--- config.mk ---
export PLATFORM = sky130hd
export DESIGN_NAME = mem_arbiter
export DESIGN_NICKNAME = d
export VERILOG_FILES = /design/src/rtl/mem_arbiter.sv
export SDC_FILE = /design/constraint.sdc
export NUM_CORES = 1
export LEC_CHECK = 0
export CAP_MARGIN = 20
export CORE_MARGIN = 4
export CORE_UTILIZATION = 37
export DETAILED_ROUTE_END_ITERATION = 12
export PLACE_DENSITY = 0.81
export SETUP_SLACK_MARGIN = 0.3
export SYNTH_ARGS = -nofsm -noshare
export SYNTH_HDL_FRONTEND = slang
export SYNTH_SLANG_ARGS = --single-unit
export TNS_END_PERCENT = 100
--- constraint.sdc ---
create_clock -name clk -period 1.7 [get_ports clk]
set_input_delay 0.51 -clock clk [delete_from_list [all_inputs] [get_ports clk]]
set_output_delay 0.51 -clock clk [all_outputs]
set_load 0.01 [all_outputs]
--- src/rtl/mem_arbiter.sv ---
// mem_arbiter: shares one memory_controller command port among DMA (0),
// CPU (1) and accelerator (2). One transaction in flight at a time:
// IDLE arbitrates, ISSUE pulses the command, WAIT collects the response
// or times out. Optional macro MEM_ARB_DMA_PRIO_EN gives DMA absolute
// priority with CPU/ACL round-robin between themselves.
module mem_arbiter #(
  parameter int DATA_WIDTH     = 32,
  parameter int ADDR_WIDTH     = 28,
  parameter int TIMEOUT_CYCLES = 256
) (
  input  logic                      clk,
  input  logic                      rst_n,
  input  logic [2:0]                req,
  input  logic [2:0]                req_wr,
  input  logic [3*ADDR_WIDTH-1:0]   req_addr,
  input  logic [3*DATA_WIDTH-1:0]   req_wdata,
  output logic [2:0]                gnt,
  output logic [2:0]                done,
  output logic [2:0]                err,
  output logic [DATA_WIDTH-1:0]     rdata,
  output logic                      busy,
  output logic                      mem_en,
  output logic                      mem_wr_en,
  output logic [ADDR_WIDTH-1:0]     mem_addr,
  output logic [DATA_WIDTH-1:0]     mem_wdata,
  input  logic [DATA_WIDTH-1:0]     mem_rdata,
  input  logic                      mem_valid
);

  localparam int TW = $clog2(TIMEOUT_CYCLES);
  localparam logic [TW-1:0] T_LAST = TW'(TIMEOUT_CYCLES - 1);
  localparam logic [TW-1:0] T_ONE  = TW'(1);

  typedef enum logic [1:0] {
    ST_IDLE  = 2'd0,
    ST_ISSUE = 2'd1,
    ST_WAIT  = 2'd2
  } state_t;

  state_t                  state_r;
  logic [1:0]              last_r;
  logic [1:0]              win_r;
  logic [TW-1:0]           timer_r;

  logic                    win_valid_s;
  logic [1:0]              win_idx_s;
  logic                    wr_s;
  logic [ADDR_WIDTH-1:0]   addr_s;
  logic [DATA_WIDTH-1:0]   wdata_s;

  // Requester index to one-hot grant/done vector.
  function automatic logic [2:0] onehot3(input logic [1:0] idx);
    logic [2:0] v;
    case (idx)
      2'd0:    v = 3'b001;
      2'd1:    v = 3'b010;
      2'd2:    v = 3'b100;
      default: v = 3'b000;
    endcase
    return v;
  endfunction

  // Pick the winner among pending requests, starting after the last grant.
  always_comb begin
    win_valid_s = 1'b1;
    win_idx_s   = 2'd0;
`ifdef MEM_ARB_DMA_PRIO_EN
    if (req[0]) begin
      win_idx_s = 2'd0;
    end else if (last_r == 2'd1) begin
      if (req[2]) begin
        win_idx_s = 2'd2;
      end else if (req[1]) begin
        win_idx_s = 2'd1;
      end else begin
        win_valid_s = 1'b0;
      end
    end else begin
      if (req[1]) begin
        win_idx_s = 2'd1;
      end else if (req[2]) begin
        win_idx_s = 2'd2;
      end else begin
        win_valid_s = 1'b0;
      end
    end
`else
    case (last_r)
      2'd0: begin
        if (req[1])      win_idx_s = 2'd1;
        else if (req[2]) win_idx_s = 2'd2;
        else if (req[0]) win_idx_s = 2'd0;
        else             win_valid_s = 1'b0;
      end
      2'd1: begin
        if (req[2])      win_idx_s = 2'd2;
        else if (req[0]) win_idx_s = 2'd0;
        else if (req[1]) win_idx_s = 2'd1;
        else             win_valid_s = 1'b0;
      end
      default: begin
        if (req[0])      win_idx_s = 2'd0;
        else if (req[1]) win_idx_s = 2'd1;
        else if (req[2]) win_idx_s = 2'd2;
        else             win_valid_s = 1'b0;
      end
    endcase
`endif
  end

  // Select the winning requester's payload slice.
  always_comb begin
    wr_s    = 1'b0;
    addr_s  = '0;
    wdata_s = '0;
    case (win_idx_s)
      2'd0: begin
        wr_s    = req_wr[0];
        addr_s  = req_addr[0 +: ADDR_WIDTH];
        wdata_s = req_wdata[0 +: DATA_WIDTH];
      end
      2'd1: begin
        wr_s    = req_wr[1];
        addr_s  = req_addr[ADDR_WIDTH +: ADDR_WIDTH];
        wdata_s = req_wdata[DATA_WIDTH +: DATA_WIDTH];
      end
      default: begin
        wr_s    = req_wr[2];
        addr_s  = req_addr[2*ADDR_WIDTH +: ADDR_WIDTH];
        wdata_s = req_wdata[2*DATA_WIDTH +: DATA_WIDTH];
      end
    endcase
  end

  // Transaction FSM; all outputs are registered and pulses default low.
  always_ff @(posedge clk or negedge rst_n) begin
    if (!rst_n) begin
      state_r   <= ST_IDLE;
      last_r    <= 2'd2;
      win_r     <= 2'd0;
      timer_r   <= '0;
      gnt       <= 3'b000;
      done      <= 3'b000;
      err       <= 3'b000;
      rdata     <= '0;
      busy      <= 1'b0;
      mem_en    <= 1'b0;
      mem_wr_en <= 1'b0;
      mem_addr  <= '0;
      mem_wdata <= '0;
    end else begin
      gnt    <= 3'b000;
      done   <= 3'b000;
      err    <= 3'b000;
      rdata  <= '0;
      mem_en <= 1'b0;
      case (state_r)
        ST_IDLE: begin
          if (win_valid_s) begin
            win_r     <= win_idx_s;
            mem_wr_en <= wr_s;
            mem_addr  <= addr_s;
            mem_wdata <= wdata_s;
            gnt       <= onehot3(win_idx_s);
            mem_en    <= 1'b1;
            busy      <= 1'b1;
            state_r   <= ST_ISSUE;
`ifdef MEM_ARB_DMA_PRIO_EN
            // DMA grants leave the CPU/ACL rotation untouched.
            if (win_idx_s != 2'd0) begin
              last_r <= win_idx_s;
            end
`else
            last_r <= win_idx_s;
`endif
          end else begin
            busy <= 1'b0;
          end
        end
        ST_ISSUE: begin
          timer_r <= '0;
          busy    <= 1'b1;
          state_r <= ST_WAIT;
        end
        ST_WAIT: begin
          if (mem_valid) begin
            // A response in the last WAIT cycle beats the timeout.
            done    <= onehot3(win_r);
            rdata   <= mem_wr_en ? '0 : mem_rdata;
            busy    <= 1'b0;
            state_r <= ST_IDLE;
          end else if (timer_r == T_LAST) begin
            done    <= onehot3(win_r);
            err     <= onehot3(win_r);
            busy    <= 1'b0;
            state_r <= ST_IDLE;
          end else begin
            timer_r <= timer_r + T_ONE;
            busy    <= 1'b1;
          end
        end
        default: begin
          busy    <= 1'b0;
          state_r <= ST_IDLE;
        end
      endcase
    end
  end

endmodule

==> metrics.cfg <==
[outcome]
status=finished clean

[sta]
setup_viol=0
finalMaxSlewViolations=0
rsz0062_at_grt=true
max-slew-margin-rel_pct=50.1
fmax_ghz=0.631
max_slew.worst_pin.slew_ns=0.749
finalWorstSetupSlack_ns=0.115
finalCriticalPeriod_ns=1.59
period_share_pct=93.2
hold_violations=0
fin_worst_skew_ns=0.00882

[route]
drtIter0Drc=456
firstDrtPassIters=5
drt-wirelength-per-cell_um=22.0
wl_um=23900
drc_errors=0
via_per_inst=5.67
drtAntennaViolNets=0
via_count=6136

[layout]
nFillCells=882
syn_to_final_growth_pct=98.0
layout_commonest_cell=clkdlybuf4s50_1
layout-drive-gt1-share_pct=31.2
layout_common_cells=215 x clkdlybuf4s50_1, 114 x dfrtp_1, 69 x nor2_1
nNetsFinal=1113
multi_input_area_um2=2620
antenna_cells=0
register_area_um2=2930

[power_and_ir_drop]
peakVddDrop_mv=0.815
p_switching_w=0.00611
pwr-share-clk_pct=22.1
leakage_nw=4.33
comb_power_share_pct=50.9
internal-power_w=0.0102
cellPowerDensity_nw_per_um2=1570
power.total_w=0.0163
sw_frac_of_total_pct=37.5
p_seq_share_pct=27.0

[worst_setup_path]
cp-end-kind=register
startpoint=last_r[1]
critPathKind=register to register
start_kind=register
r2r-start=last_r[1]
arrival_ns=1.87
required_ns=1.99
critical_path_peak_fanout=18

[logic_synthesis]
synth_cells=521
avgSynthCellArea_um2=10.1
synth_seq_cells=117
ys_types=38
async_flop_share_pct=100
netlist_area_um2=5240
synth_edf_count=0
synthFlopType=dfrtp_1
syn-num-nets=743
yosysWarningCount=0
seq_area_frac_synth_pct=55.9

[die]
die_w_um=127
die_h_um=127
ios=325
placementRows=43
coreArea_um2=13900
start_util_pct=37.7
dieArea_um2=16100

[clocking]
cts_tree=done
cts.path.max_buffers=2
worstSkewPairLatency_ns=0.41
h-tree-depth=4
cts-root-buf=clkbuf_16
path_clk_slew_ns=0.06
cts_sinks=117
cts_buffers=17

[worst_hold_path]
hp-class=input pin to asynchronous set/reset pin

[global_routing]
overflow=0
antenna_found_initial=0
grt_pass1_wl_um=33200
grt_max_degree=63
gr-usage-all-layers_pct=26.2
grt_pass1_vias=6209

[placement]
post-dp-hpwl_um=15500
io_buffers=324
place_ws_ns=-0.546
routabilityCongestion=0.947

[flow_run]
maxCapViolations=0

critical path, cell delays in order, from the launching register on:
cell and delay (ns):
dfstp_2 0.58, buf_4 0.13, o22ai_4 0.08, buf_12 0.14, clkbuf_16 0.19, a31oi_1 0.23, a21oi_1 0.10
area by class of cell:
cell class,instances,share of cell area [%]
timing repair buffer,402,38.4
sequential,117,28.3
multi-input combinational,348,25.2
clock buffer,18,4.14
tap,180,2.17
clock inverter,13,1.53
inverter,5,0.229
cells in the mapped netlist (all sizes together), types with 4 or more instances:
library cell	number	area [um2]
dfrtp	116	2900
nor2	69	259
a21oi	64	320
a31oi	61	382
a32oi	61	534
clkbuf	39	146
and2	33	206
buf	12	56.3
nand2	10	37.5
o21ai	9	52.6
nand3	8	40.0
inv	4	15.0
nand2b	4	25.0
nor3	4	20.0
o211ai	4	35.0
routing by layer:
metal | track usage [%] | part of all wire [%]
met2 | 45.2 | 51
met1 | 29.9 | 37
met5 | 0 | 0
met4 | 10.4 | 3.1
met3 | 9.03 | 8.9
cell families (layout without fill, tap and decap cells):
kind of cell               count (synthesis)  count (layout)  share of synthesized area [%]
adders and majority gates                  1               1                          0.239
DFF                                      117             117                           55.9
buffers and inverters                     56             438                           4.25
AOI/OAI and AO/OA                        205             205                           26.2
xor gates and xnor gates                   1               1                          0.167
and+or+nand+nor                          141             141                           13.2
worst paths after layout:
check,end,slack [ns],depth (start not counted)
min in group clk,busy,0.51,3
worst max-delay path,mem_addr[18],0.11,6
worst min register to register,last_r[1],0.52,2
worst max register to register,mem_addr[18],0.11,6
worst min-delay path,mem_addr[17],0.50,2
max in group asynchronous,last_r[1],0.65,3
timing repair:
| item | 4_1_cts | 5_1_grt |
|---|---|---|
| setup endpoints to repair | 182 | 179 |
| gates resized for setup | 483 | 70 |
| gates cloned | 1 | 5 |
| endpoints found under the hold margin | 7 | 0 |
| pin swaps | 10 | 10 |
| buffers inserted | 17 | 24 |
| hold buffers | 1 | 0 |
power by group through the flow:
stage	logic [W]	registers [W]	clock network [W]
after floorplan	0.00286	0.00468	0
after global placement	0.00646	0.00431	0
after detailed placement	0.00666	0.00435	0
after CTS	0.00679	0.00434	0.00364
after global routing	0.00882	0.00449	0.00380
final	0.00830	0.00440	0.00360
registers in the layout, summed over array words and instances, names as in the netlist:
register	flops
busy	1
mem_addr	28
mem_wdata	32
state_r	2
win_r	1
gnt	3
timer_r	8
last_r	2
done	3
mem_en	1
mem_wr_en	1
rdata	32
err	3
per-stage QoR:
stage,area [um2],hold slack (ns),TNS [ns],instances,utilization (%)
global route,10400,0.508,0,1083,74.7
detailed placement,8930,0.370,-35.86,1004,64.3
CTS,9550,0.479,0,1054,68.8
global placement,8930,0.368,-32.37,1004,64.3
finish,10400,0.505,0,1083,74.7
floorplan,5380,0.214,0,521,-
No activity file was read; power rests on OpenSTA's default activity.
